<file path="config.mk">
export PLATFORM = sky130hd
export DESIGN_NAME = pcileech_pcie_tx_arbiter
export DESIGN_NICKNAME = d
export VERILOG_FILES = /design/src/rtl/pcileech_pcie_tx_arb_pkg.sv /design/src/rtl/pcileech_pcie_tx_arbiter_rr_picker.sv /design/src/rtl/pcileech_pcie_tx_arbiter.sv
export SDC_FILE = /design/constraint.sdc
export NUM_CORES = 1
export LEC_CHECK = 0
export CAP_MARGIN = 10
export CORE_AREA = 4 4 134 136
export CTS_CLUSTER_DIAMETER = 40
export CTS_CLUSTER_SIZE = 28
export DETAILED_ROUTE_END_ITERATION = 7
export DIE_AREA = 0 0 138 140
export PLACE_DENSITY_LB_ADDON = 0.15
export SLEW_MARGIN = 20
export SYNTH_ARGS = -nofsm -noshare
export SYNTH_HDL_FRONTEND = slang
export SYNTH_HIERARCHICAL = 1
export SYNTH_SLANG_ARGS = --single-unit
</file>
<file path="constraint.sdc">
create_clock -name clk_pcie -period 2.2 [get_ports clk_pcie]
set_input_delay 0.55 -clock clk_pcie [delete_from_list [all_inputs] [get_ports clk_pcie]]
set_output_delay 0.55 -clock clk_pcie [all_outputs]
set_load 0.05 [all_outputs]
</file>
<file path="src/rtl/pcileech_pcie_tx_arb_pkg.sv">
// Shared types and helpers for the PCIe TX-side arbiter.
//   arb_state_e : arbiter FSM state (idle between packets / transferring)
//   TLP_DW/KW   : AXI-stream TDATA / TKEEP widths of the 7-series core
//   onehot2idx  : one-hot (up to 8 bits) to binary index
package pcileech_pcie_tx_arb_pkg;

  localparam int unsigned TLP_DW = 64;
  localparam int unsigned TLP_KW = 8;

  typedef enum logic [0:0] {
    ST_IDLE = 1'b0,
    ST_XFER = 1'b1
  } arb_state_e;

  // OR-reduction of set bit positions; exact for one-hot or zero input.
  function automatic logic [2:0] onehot2idx(input logic [7:0] onehot);
    logic [2:0] idx;
    idx = '0;
    for (int unsigned i = 0; i < 8; i++) begin
      if (onehot[i]) idx = idx | 3'(i);
    end
    return idx;
  endfunction

endpackage

</file>
<file path="src/rtl/pcileech_pcie_tx_arbiter_rr_picker.sv">
// Combinational round-robin picker with optional strict priority for req[0].
// Ports:
//   i_req       : request vector, one bit per source
//   i_ptr       : round-robin start index (must be < NUM_SRC)
//   i_prio0_en  : 1 = req[0] beats the round-robin pool
//   o_winner_c  : index of the winning source (0 when no request)
//   o_any_req_c : at least one request present
module pcileech_rr_picker
  import pcileech_pcie_tx_arb_pkg::*;
#(
  parameter int unsigned NUM_SRC = 3,
  parameter int unsigned IDX_W   = 2
) (
  input  logic [NUM_SRC-1:0] i_req,
  input  logic [IDX_W-1:0]   i_ptr,
  input  logic               i_prio0_en,
  output logic [IDX_W-1:0]   o_winner_c,
  output logic               o_any_req_c
);

  localparam logic [IDX_W:0] NUM_SRC_W = (IDX_W+1)'(NUM_SRC);

  // Scan upward from i_ptr, wrapping modulo NUM_SRC; first hit wins.
  always_comb begin
    logic             found;
    logic [IDX_W:0]   w_sum;
    logic [IDX_W-1:0] w_idx;
    o_winner_c  = '0;
    o_any_req_c = |i_req;
    found       = 1'b0;
    w_sum       = '0;
    w_idx       = '0;
    if (i_prio0_en && i_req[0]) begin
      found = 1'b1;
    end
    for (int unsigned k = 0; k < NUM_SRC; k++) begin
      w_sum = {1'b0, i_ptr} + (IDX_W+1)'(k);
      if (w_sum >= NUM_SRC_W) w_sum = w_sum - NUM_SRC_W;
      w_idx = IDX_W'(w_sum);
      if (!found && i_req[w_idx]) begin
        found      = 1'b1;
        o_winner_c = w_idx;
      end
    end
  end

endmodule

</file>
<file path="src/rtl/pcileech_pcie_tx_arbiter.sv">
// Packet-granular arbiter sharing the PCIe core s_axis_tx port among NUM_SRC
// TLP sources. Grants only at packet boundaries, gated by core credit and
// arb_en; the data path is a zero-latency mux of the granted source.
// Ports:
//   clk_pcie, rst_n            : core user clock, async active-low reset
//   src_data/keep/last/valid   : per-source AXI-stream inputs
//   src_ready                  : per-source TREADY (only granted source)
//   tlp_tx_data/keep/last/valid, tlp_tx_ready : core s_axis_tx
//   tx_buf_av                  : core TX buffers available
//   arb_en                     : allow new grants
//   grant, busy, pkt_count     : status (one-hot grant, in XFER, packets done)
module pcileech_pcie_tx_arbiter
  import pcileech_pcie_tx_arb_pkg::*;
#(
  parameter int unsigned NUM_SRC    = 3,
  parameter int unsigned PRIO0      = 1,
  parameter int unsigned BUF_AV_MIN = 2
) (
  input  logic                      clk_pcie,
  input  logic                      rst_n,
  input  logic [NUM_SRC*TLP_DW-1:0] src_data,
  input  logic [NUM_SRC*TLP_KW-1:0] src_keep,
  input  logic [NUM_SRC-1:0]        src_last,
  input  logic [NUM_SRC-1:0]        src_valid,
  output logic [NUM_SRC-1:0]        src_ready,
  output logic [TLP_DW-1:0]         tlp_tx_data,
  output logic [TLP_KW-1:0]         tlp_tx_keep,
  output logic                      tlp_tx_last,
  output logic                      tlp_tx_valid,
  input  logic                      tlp_tx_ready,
  input  logic [5:0]                tx_buf_av,
  input  logic                      arb_en,
  output logic [NUM_SRC-1:0]        grant,
  output logic                      busy,
  output logic [31:0]               pkt_count
);

  localparam int unsigned    IDX_W        = (NUM_SRC > 1) ? $clog2(NUM_SRC) : 1;
  localparam logic [5:0]     BUF_AV_MIN_W = 6'(BUF_AV_MIN);
  localparam logic [NUM_SRC-1:0] GRANT_ONE = NUM_SRC'(1);
  localparam logic [IDX_W-1:0]   LAST_IDX  = IDX_W'(NUM_SRC - 1);
  localparam logic           PRIO0_EN     = (PRIO0 != 0);

  arb_state_e         r_state;
  arb_state_e         w_state_nxt;
  logic [NUM_SRC-1:0] r_grant;
  logic [NUM_SRC-1:0] w_grant_nxt;
  logic [IDX_W-1:0]   r_rr_ptr;
  logic [IDX_W-1:0]   w_rr_ptr_nxt;
  logic [31:0]        r_pkt_count;
  logic [31:0]        w_pkt_count_nxt;
  logic [IDX_W-1:0]   w_winner;
  logic               w_any_req;
  logic [IDX_W-1:0]   w_grant_idx;
  logic               w_start;
  logic               w_eop;

  pcileech_rr_picker #(
    .NUM_SRC (NUM_SRC),
    .IDX_W   (IDX_W)
  ) u_picker (
    .i_req       (src_valid),
    .i_ptr       (r_rr_ptr),
    .i_prio0_en  (PRIO0_EN),
    .o_winner_c  (w_winner),
    .o_any_req_c (w_any_req)
  );

  assign w_grant_idx = IDX_W'(onehot2idx(8'(r_grant)));

  // Zero-latency mux of the granted source; everything low when idle.
  always_comb begin
    tlp_tx_data  = '0;
    tlp_tx_keep  = '0;
    tlp_tx_last  = 1'b0;
    tlp_tx_valid = 1'b0;
    src_ready    = '0;
    if (r_state == ST_XFER) begin
      for (int unsigned i = 0; i < NUM_SRC; i++) begin
        if (w_grant_idx == IDX_W'(i)) begin
          tlp_tx_data  = src_data[i*TLP_DW +: TLP_DW];
          tlp_tx_keep  = src_keep[i*TLP_KW +: TLP_KW];
          tlp_tx_last  = src_last[i];
          tlp_tx_valid = src_valid[i];
          src_ready[i] = tlp_tx_ready;
        end
      end
    end
  end

  assign w_start = arb_en && (tx_buf_av >= BUF_AV_MIN_W) && w_any_req;
  assign w_eop   = tlp_tx_valid && tlp_tx_ready && tlp_tx_last;

  // Next-state: arbitrate in IDLE, hold the grant until the last beat.
  always_comb begin
    w_state_nxt     = r_state;
    w_grant_nxt     = r_grant;
    w_rr_ptr_nxt    = r_rr_ptr;
    w_pkt_count_nxt = r_pkt_count;
    case (r_state)
      ST_IDLE: begin
        if (w_start) begin
          w_state_nxt = ST_XFER;
          w_grant_nxt = GRANT_ONE << w_winner;
          // A priority win by source 0 leaves the round-robin order untouched.
          if (!(PRIO0_EN && src_valid[0])) begin
            w_rr_ptr_nxt = (w_winner == LAST_IDX) ? '0 : w_winner + IDX_W'(1);
          end
        end
      end
      ST_XFER: begin
        if (w_eop) begin
          w_state_nxt     = ST_IDLE;
          w_grant_nxt     = '0;
          w_pkt_count_nxt = r_pkt_count + 32'd1;
        end
      end
      default: begin
        w_state_nxt = ST_IDLE;
        w_grant_nxt = '0;
      end
    endcase
  end

  always_ff @(posedge clk_pcie or negedge rst_n) begin
    if (!rst_n) begin
      r_state     <= ST_IDLE;
      r_grant     <= '0;
      r_rr_ptr    <= '0;
      r_pkt_count <= '0;
    end else begin
      r_state     <= w_state_nxt;
      r_grant     <= w_grant_nxt;
      r_rr_ptr    <= w_rr_ptr_nxt;
      r_pkt_count <= w_pkt_count_nxt;
    end
  end

  assign grant     = r_grant;
  assign busy      = (r_state == ST_XFER);
  assign pkt_count = r_pkt_count;

endmodule

</file>
==> results.sh, run 1 <==
export IMPL_fp_dieW_um=138
export IMPL_grt_pass1_vias=5451
export IMPL_p_leak_nw=3.923
export IMPL_routed_wl_um=22590
export IMPL_period_minus_slack_ps=2318
export IMPL_syn_area_per_cell_um2=7.578
export IMPL_multi_input_area_um2=3302
export IMPL_fillerInstances=1470
export IMPL_slew_limit_headroom_pct=46.95
export IMPL_clock_sinks=38
export IMPL_hpwlAfterDp_um=17890
export IMPL_met3RoutedLength_um=1210
export IMPL_fmax_mhz=431.4
export IMPL_final_util_pct=56.66
export IMPL_cp_cell_sequence="nor2b_4 -> buf_12 -> buf_8 -> buf_6 -> nand2_2 -> o21ai_1 -> and2_4 -> buf_12"
export IMPL_synth_warnings=6
export IMPL_power_switching_w=0.005155
export IMPL_end_kind="output port"
export IMPL_mostFrequentLayoutCells="clkdlybuf4s50_1, buf_12, nand2_1"
export IMPL_intPower_w=0.005856
export IMPL_hold_viol=0
export IMPL_min_period_over_period_pct=105.4
export IMPL_rows=48
export IMPL_fin_ws_ps=-117.9
export IMPL_worstPathRequired_ps=1650
export IMPL_critPathMaxStageDelay_ps=530
export IMPL_htreeDepth=2
export IMPL_grt_max_degree=71
export IMPL_status="finished with violations"
export IMPL_drt_iter0_drc=193
export IMPL_cp_arrival_ps=1770
export IMPL_placed_cells=1101
export IMPL_top_layer="met5"
export IMPL_core_um2=16940
export IMPL_seq_area_frac_synth_pct=23.59
export IMPL_drc=0
export IMPL_start_util_pct=23.80
export IMPL_drv_cap=0
export IMPL_drtPass1Iterations=6
export IMPL_clockPowerShare_pct=6.6
export IMPL_peakVddDrop_uv=596.5
export IMPL_clk_path_buf_depth=2
export IMPL_crit_path_frequent_cell="buf_12"
export IMPL_holdCritPathClass="in -> async"
export IMPL_final_seq_area_um2=957.2
export IMPL_fin_setup_tns_ps=-5061
export IMPL_finalSetupViolCount=78
export IMPL_crit_slowest_cell="dfrtp_4"
export IMPL_swShare_pct=46.81
export IMPL_power_density_nw_per_um2=1147
export IMPL_clock_latency_ps=280
export IMPL_grt_usage_pct=21.88
export IMPL_vias=5315
export IMPL_critical_path_buf_inv_count=4
export IMPL_met1Wirelength_um=9071
export IMPL_grt_overflow_total=0
export IMPL_synth_area_um2=4031
export IMPL_critical_path_top_delay_family="flip-flops"
export IMPL_viasPerCell=4.704
export IMPL_cts_hold_buf=0
export IMPL_clock_skew_ps=4.404
export IMPL_final_antenna_net_count=0
export IMPL_share_comb_of_total_power_pct=85.3
export IMPL_areaGrowthSynthToFinish_pct=138.1
export IMPL_die_area_um2=19320
export IMPL_violations="negative setup slack"
export IMPL_grt_pass1_wl_um=33670
export IMPL_final_common_cell="clkdlybuf4s50_1"
export IMPL_crit_type="reg -> out"
export IMPL_drive_gt1_share_pct=30.59
export IMPL_p_seq_share_pct=8.1
export IMPL_slew_violations=0
export IMPL_wl_per_cell_um=19.99
export IMPL_cts_inserted_buffers=5
export IMPL_yosysUniqueCellTypes=38
export IMPL_tightest_slew_ps=793.6
export IMPL_cp_start_kind="flop"
export IMPL_layoutNonFillerInstCount=1130
export IMPL_wl_met2_um=11590
export IMPL_antenna_found_initial=7
export IMPL_ys_ff_latch=38
export IMPL_rsz0062_at_grt="true"
export IMPL_cts_root_buf="clkbuf_16"
export IMPL_cts_tree="done"
export IMPL_nets=1135
export IMPL_hold_slack_ps=192.6
export IMPL_dp_slack_ps=-383.5
export IMPL_io_pins=345
export IMPL_die_h_um=140
export IMPL_port_buffer_count=343
export IMPL_clkTransAtPathRegs_ps=60
export IMPL_place_congestion=1.037
export IMPL_critical_path_peak_fanout=6
export IMPL_synthCells=532
==> metal layers <==
metal | GRT usage, % | up-vias
li1 | - | 2557
met1 | 26.54 | 2527
met2 | 38.59 | 190
met3 | 4.438 | 37
met4 | 7.592 | 4
met5 | 0 | -
==> flip-flops by register name, indices dropped and copies added (netlist names) <==
signal and cells:
busy 1, grant 3, pkt_count 32, r_rr_ptr 2
==> Yosys cell counts (all sizes together) <==
cell | instances | area [um^2]
nand2 | 90 | 337.8
mux2i | 76 | 760.7
o21ai | 76 | 380.4
and2 | 75 | 469.2
dfrtp | 38 | 950.9
clkbuf | 28 | 105.1
xor2 | 24 | 210.2
nor2 | 16 | 60.06
nand3 | 15 | 75.07
inv | 14 | 52.55
nor3 | 13 | 65.06
buf | 11 | 57.56
nor4 | 11 | 106.4
xnor2 | 7 | 61.31
nand4 | 6 | 37.54
ha | 5 | 62.56
nand3b | 4 | 30.03
o41ai | 4 | 35.03
mux2 | 2 | 26.27
nor2b | 2 | 15.02
o2bb2ai | 2 | 30.03
a21oi | 1 | 5.000
a31oi | 1 | 6.260
and3 | 1 | 6.260
conb | 1 | 3.750
nand2b | 1 | 6.260
nor3b | 1 | 7.510
o2111ai | 1 | 8.760
o211ai | 1 | 7.510
o21ba | 1 | 10.01
o22ai | 1 | 6.260
o31ai | 1 | 21.27
or3 | 1 | 6.260
or4 | 1 | 7.510
==> through the flow <==
step	cell area, um^2	power, W
floorplan	4272	0.005671
global placement	8951	0.009927
detailed placement	8951	0.01001
CTS	9316	0.01100
global route	9594	0.01142
finish	9597	0.01101
==> power groups by stage <==
stage	Sequential (W)	Combinational, W	Clock (W)
finish	0.000888	0.00939	0.000732
CTS	0.000890	0.00936	0.000751
detailed placement	0.000898	0.00911	0
global route	0.000903	0.00974	0.000776
global placement	0.000889	0.00904	0
floorplan	0.00107	0.00460	0
==> final cells by class <==
type	instances	area share (%)
diodes	6	0.1565
clock buffers	6	1.447
clock inverters	2	0.1304
inverters	14	0.5476
multi-input cells	442	34.41
flip-flops and latches	38	9.974
well taps	225	2.934
repair buffers	397	50.40
==> timing repair <==
action                                  CTS  global route
gates cloned                              2             1
buffers inserted                          8             5
endpoints found under the setup margin   75            96
pin swaps                                 5             8
resized for setup                        35            47
==> worst reg2reg max path: stages, from the launching register on <==
cell and delay (ps):
dfrtp_4 530, nor2b_4 170, buf_6 170, buf_12 130, o2bb2ai_2 160, buf_4 160
buf_4 100, nand4_1 120, buf_6 210, nor4_4 240, xor2_1 200
==> kinds of logic (layout without fill, tap and decap cells) <==
group / Yosys count / after routing / synth area share [%]
xor+xnor: 31 / 31 / 6.735
compound gates: 89 / 89 / 12.66
mux: 78 / 78 / 19.52
other cells: 1 / 8 / 0.09302
buf+inv: 53 / 419 / 5.338
fa+ha+maj: 5 / 5 / 1.552
simple gates: 237 / 237 / 30.51
flops: 38 / 38 / 23.59
==> final timing paths <==
kind,endpoint,slack [ps],depth (start not counted),from
min in group clk_pcie,pkt_count[31]$_DFFE_PN0P_,480,1,pkt_count[31]$_DFFE_PN0P_
setup reg to reg,pkt_count[24]$_DFFE_PN0P_,-70,10,grant[1]$_DFFE_PN0P_
max in group asynchronous,pkt_count[30]$_DFFE_PN0P_,1380,2,rst_n
setup / recovery,tlp_tx_data[10],-120,8,grant[1]$_DFFE_PN0P_
hold reg to reg,pkt_count[31]$_DFFE_PN0P_,480,1,pkt_count[31]$_DFFE_PN0P_
hold / removal,pkt_count[12]$_DFFE_PN0P_,190,1,rst_n
Power figures use the tool's default switching activity.
==> run 2, diff against run 1 <==
- CORE_AREA: 4 4 134 136 -> 10 10 125 127
- DIE_AREA: 0 0 138 140 -> 0 0 135 137
==> run 2 against run 1 <==
The flow still finishes with violations (negative setup slack); first-iteration DRC count grew 36%; final area fell by 2.7%; global-route usage rose by 2.8 points; worst hold slack better by 6.1 ps; total power is 0.41% higher; combinational power grew 0.5%; non-clock buffer count is 3 lower; clock-buffer cell count grew 1; sequential power up 4.7%; sequential cell count did not move; via count fell by 0.53%; critical endpoint is now tlp_tx_data[13]; largest cell class unchanged; largest power group unchanged.
==> results.sh, run 2 (synthesized netlist as in run 1, its figures left out) <==
export IMPL_met2_usage_pct=45.47
export IMPL_power_density_nw_per_um2=1184
export IMPL_vias=5287
export IMPL_num_antenna_cells=0
export IMPL_rsz0062_at_grt="true"
export IMPL_fin_setup_tns_ps=-5451
export IMPL_die_area_um2=18500
export IMPL_crit_type="reg -> out"
export IMPL_cp_start_kind="flop"
export IMPL_min_period_over_period_pct=105.1
export IMPL_dp_slack_ps=-282.8
export IMPL_clock_skew_ps=5.624
export IMPL_drc=0
export IMPL_routed_wl_um=24510
export IMPL_grt_usage_pct=24.70
export IMPL_mostFrequentLayoutCells="clkdlybuf4s50_1, buf_12, nand2_1"
export IMPL_clk_path_buf_depth=2
export IMPL_holdCritPathClass="in -> async"
export IMPL_hold_slack_ps=198.7
export IMPL_fin_ws_ps=-113.2
export IMPL_finalInstanceArea_um2=9335
export IMPL_areaGrowthSynthToFinish_pct=131.6
export IMPL_clock_sinks=38
export IMPL_rrSetupSlack_ps=80
export IMPL_final_common_cell="clkdlybuf4s50_1"
export IMPL_critPathMaxStageDelay_ps=550
export IMPL_grt_pass1_vias=5395
export IMPL_cts_inserted_buffers=5
export IMPL_end_kind="output port"
export IMPL_hold_viol=0
export IMPL_hpwlAfterDp_um=20130
export IMPL_period_minus_slack_ps=2313
export IMPL_io_pins=345
export IMPL_grt_pass1_wl_um=35360
export IMPL_drive_gt1_share_pct=29.58
export IMPL_top_usage_layer="met2"
export IMPL_fillerInstances=971
export IMPL_clock_latency_ps=280
export IMPL_wl_per_cell_um=22.87
export IMPL_cts_tree="done"
export IMPL_final_antenna_net_count=0
export IMPL_rr_worst_depth=7
export IMPL_clkTransAtPathRegs_ps=60
export IMPL_start_util_pct=30.81
export IMPL_grt_use_met3_pct=6.818
export IMPL_finalSetupViolCount=73
export IMPL_r2r_end="pkt_count[1]$_DFFE_PN0P_"
export IMPL_slew_violations=0
export IMPL_fmax_mhz=432.3
export IMPL_port_buffer_count=343
export IMPL_cts_hold_buf=0
export IMPL_largest_register_ff_count=32
export IMPL_grt_overflow_total=0
export IMPL_p_leak_nw=3.762
export IMPL_antenna_found_initial=1
export IMPL_worstPathRequired_ps=1650
export IMPL_peakVddDrop_uv=726.8
export IMPL_setup_worst_path_end="tlp_tx_data[13]"
export IMPL_fp_dieW_um=135
export IMPL_drv_cap=0
export IMPL_cp_startpoint="grant[1]$_DFFE_PN0P_"
export IMPL_r2r_start="grant[1]$_DFFE_PN0P_"
export IMPL_critical_path_peak_fanout=8
export IMPL_drt_iter0_drc=263
export IMPL_nets=1132
export IMPL_grt_max_degree=43
export IMPL_viasPerCell=4.932
export IMPL_rows=42
export IMPL_status="finished with violations"
export IMPL_multi_input_area_um2=3194
export IMPL_core_um2=13090
export IMPL_htreeDepth=2
export IMPL_place_congestion=0.9954
export IMPL_cts_root_buf="clkbuf_16"
export IMPL_die_h_um=137
export IMPL_cp_arrival_ps=1760
export IMPL_drtPass1Iterations=4
export IMPL_tightest_slew_ps=542.3
export IMPL_dpl_instance_area_um2=8880
export IMPL_crit_slowest_cell="dfrtp_4"
export IMPL_cp_cell_sequence="buf_4 -> buf_16 -> mux2i_1 -> o21ai_1 -> and2_4 -> buf_12"
export IMPL_grtUsageMet1_pct=27.39
export IMPL_violations="negative setup slack"
export IMPL_slew_limit_headroom_pct=63.84
export IMPL_final_seq_area_um2=957.2
## run 2: per-stage QoR
step           util (%)  cells  total power [W]
6_report          71.34   1072          0.01106
5_1_grt           71.34   1072          0.01146
4_1_cts           70.66   1071          0.01103
3_5_place_dp      67.86   1050          0.01004
3_3_place_gp      67.86   1050         0.009935
2_1_floorplan         -    533         0.005671
## run 2: cell type report
class,count,area share (%)
Tap cell,176,2.359
Inverter,14,0.5629
Sequential cell,38,10.25
Multi-Input combinational cell,442,34.22
Timing Repair Buffer,394,51.11
Clock buffer,7,1.421
Clock inverter,1,0.08042
## run 2: critical path, delay by kind of cell, from the launching register on
family                 cells  cell delay, ps
AOI/OAI and AO/OA          1              90
buffers and inverters      3             480
DFF                        1             550
muxes                      1             180
and+or+nand+nor            1             180
## run 2: power by group
part | switching, W | leakage [nW] | internal (W)
Combinational | 0.00480 | 3.22 | 0.00465
Sequential | 0.000150 | 0.483 | 0.000781
Clock | 0.000261 | 0.0641 | 0.000420
## run 2: worst min path at each step
stage	slack (ps)	start	to	depth (start not counted)
floorplan	250	rst_n	busy$_DFF_PN0_	0
global placement	460	pkt_count[31]$_DFFE_PN0P_	pkt_count[31]$_DFFE_PN0P_	1
detailed placement	470	pkt_count[31]$_DFFE_PN0P_	pkt_count[31]$_DFFE_PN0P_	1
CTS	210	rst_n	grant[0]$_DFFE_PN0P_	1
global route	220	rst_n	pkt_count[10]$_DFFE_PN0P_	1
finish	200	rst_n	grant[0]$_DFFE_PN0P_	1
## run 2: what timing repair did
| action | 4_1_cts | 5_1_grt |
|---|---|---|
| setup buffers | 11 | 2 |
| resized for setup | 53 | 35 |
| setup endpoints to repair | 70 | 84 |
| cloned | 2 | 1 |
| pin swaps | 3 | 4 |
## run 2: layer usage
| layer | part of all wire [%] | wire [um] | vias up |
|---|---|---|---|
| met2 | 53 | 13010 | 195 |
| met5 | 0.053 | 13 | - |
| li1 | - | - | 2536 |
| met1 | 37 | 9056 | 2521 |
| met4 | 2.4 | 596 | 2 |
| met3 | 7.5 | 1841 | 33 |
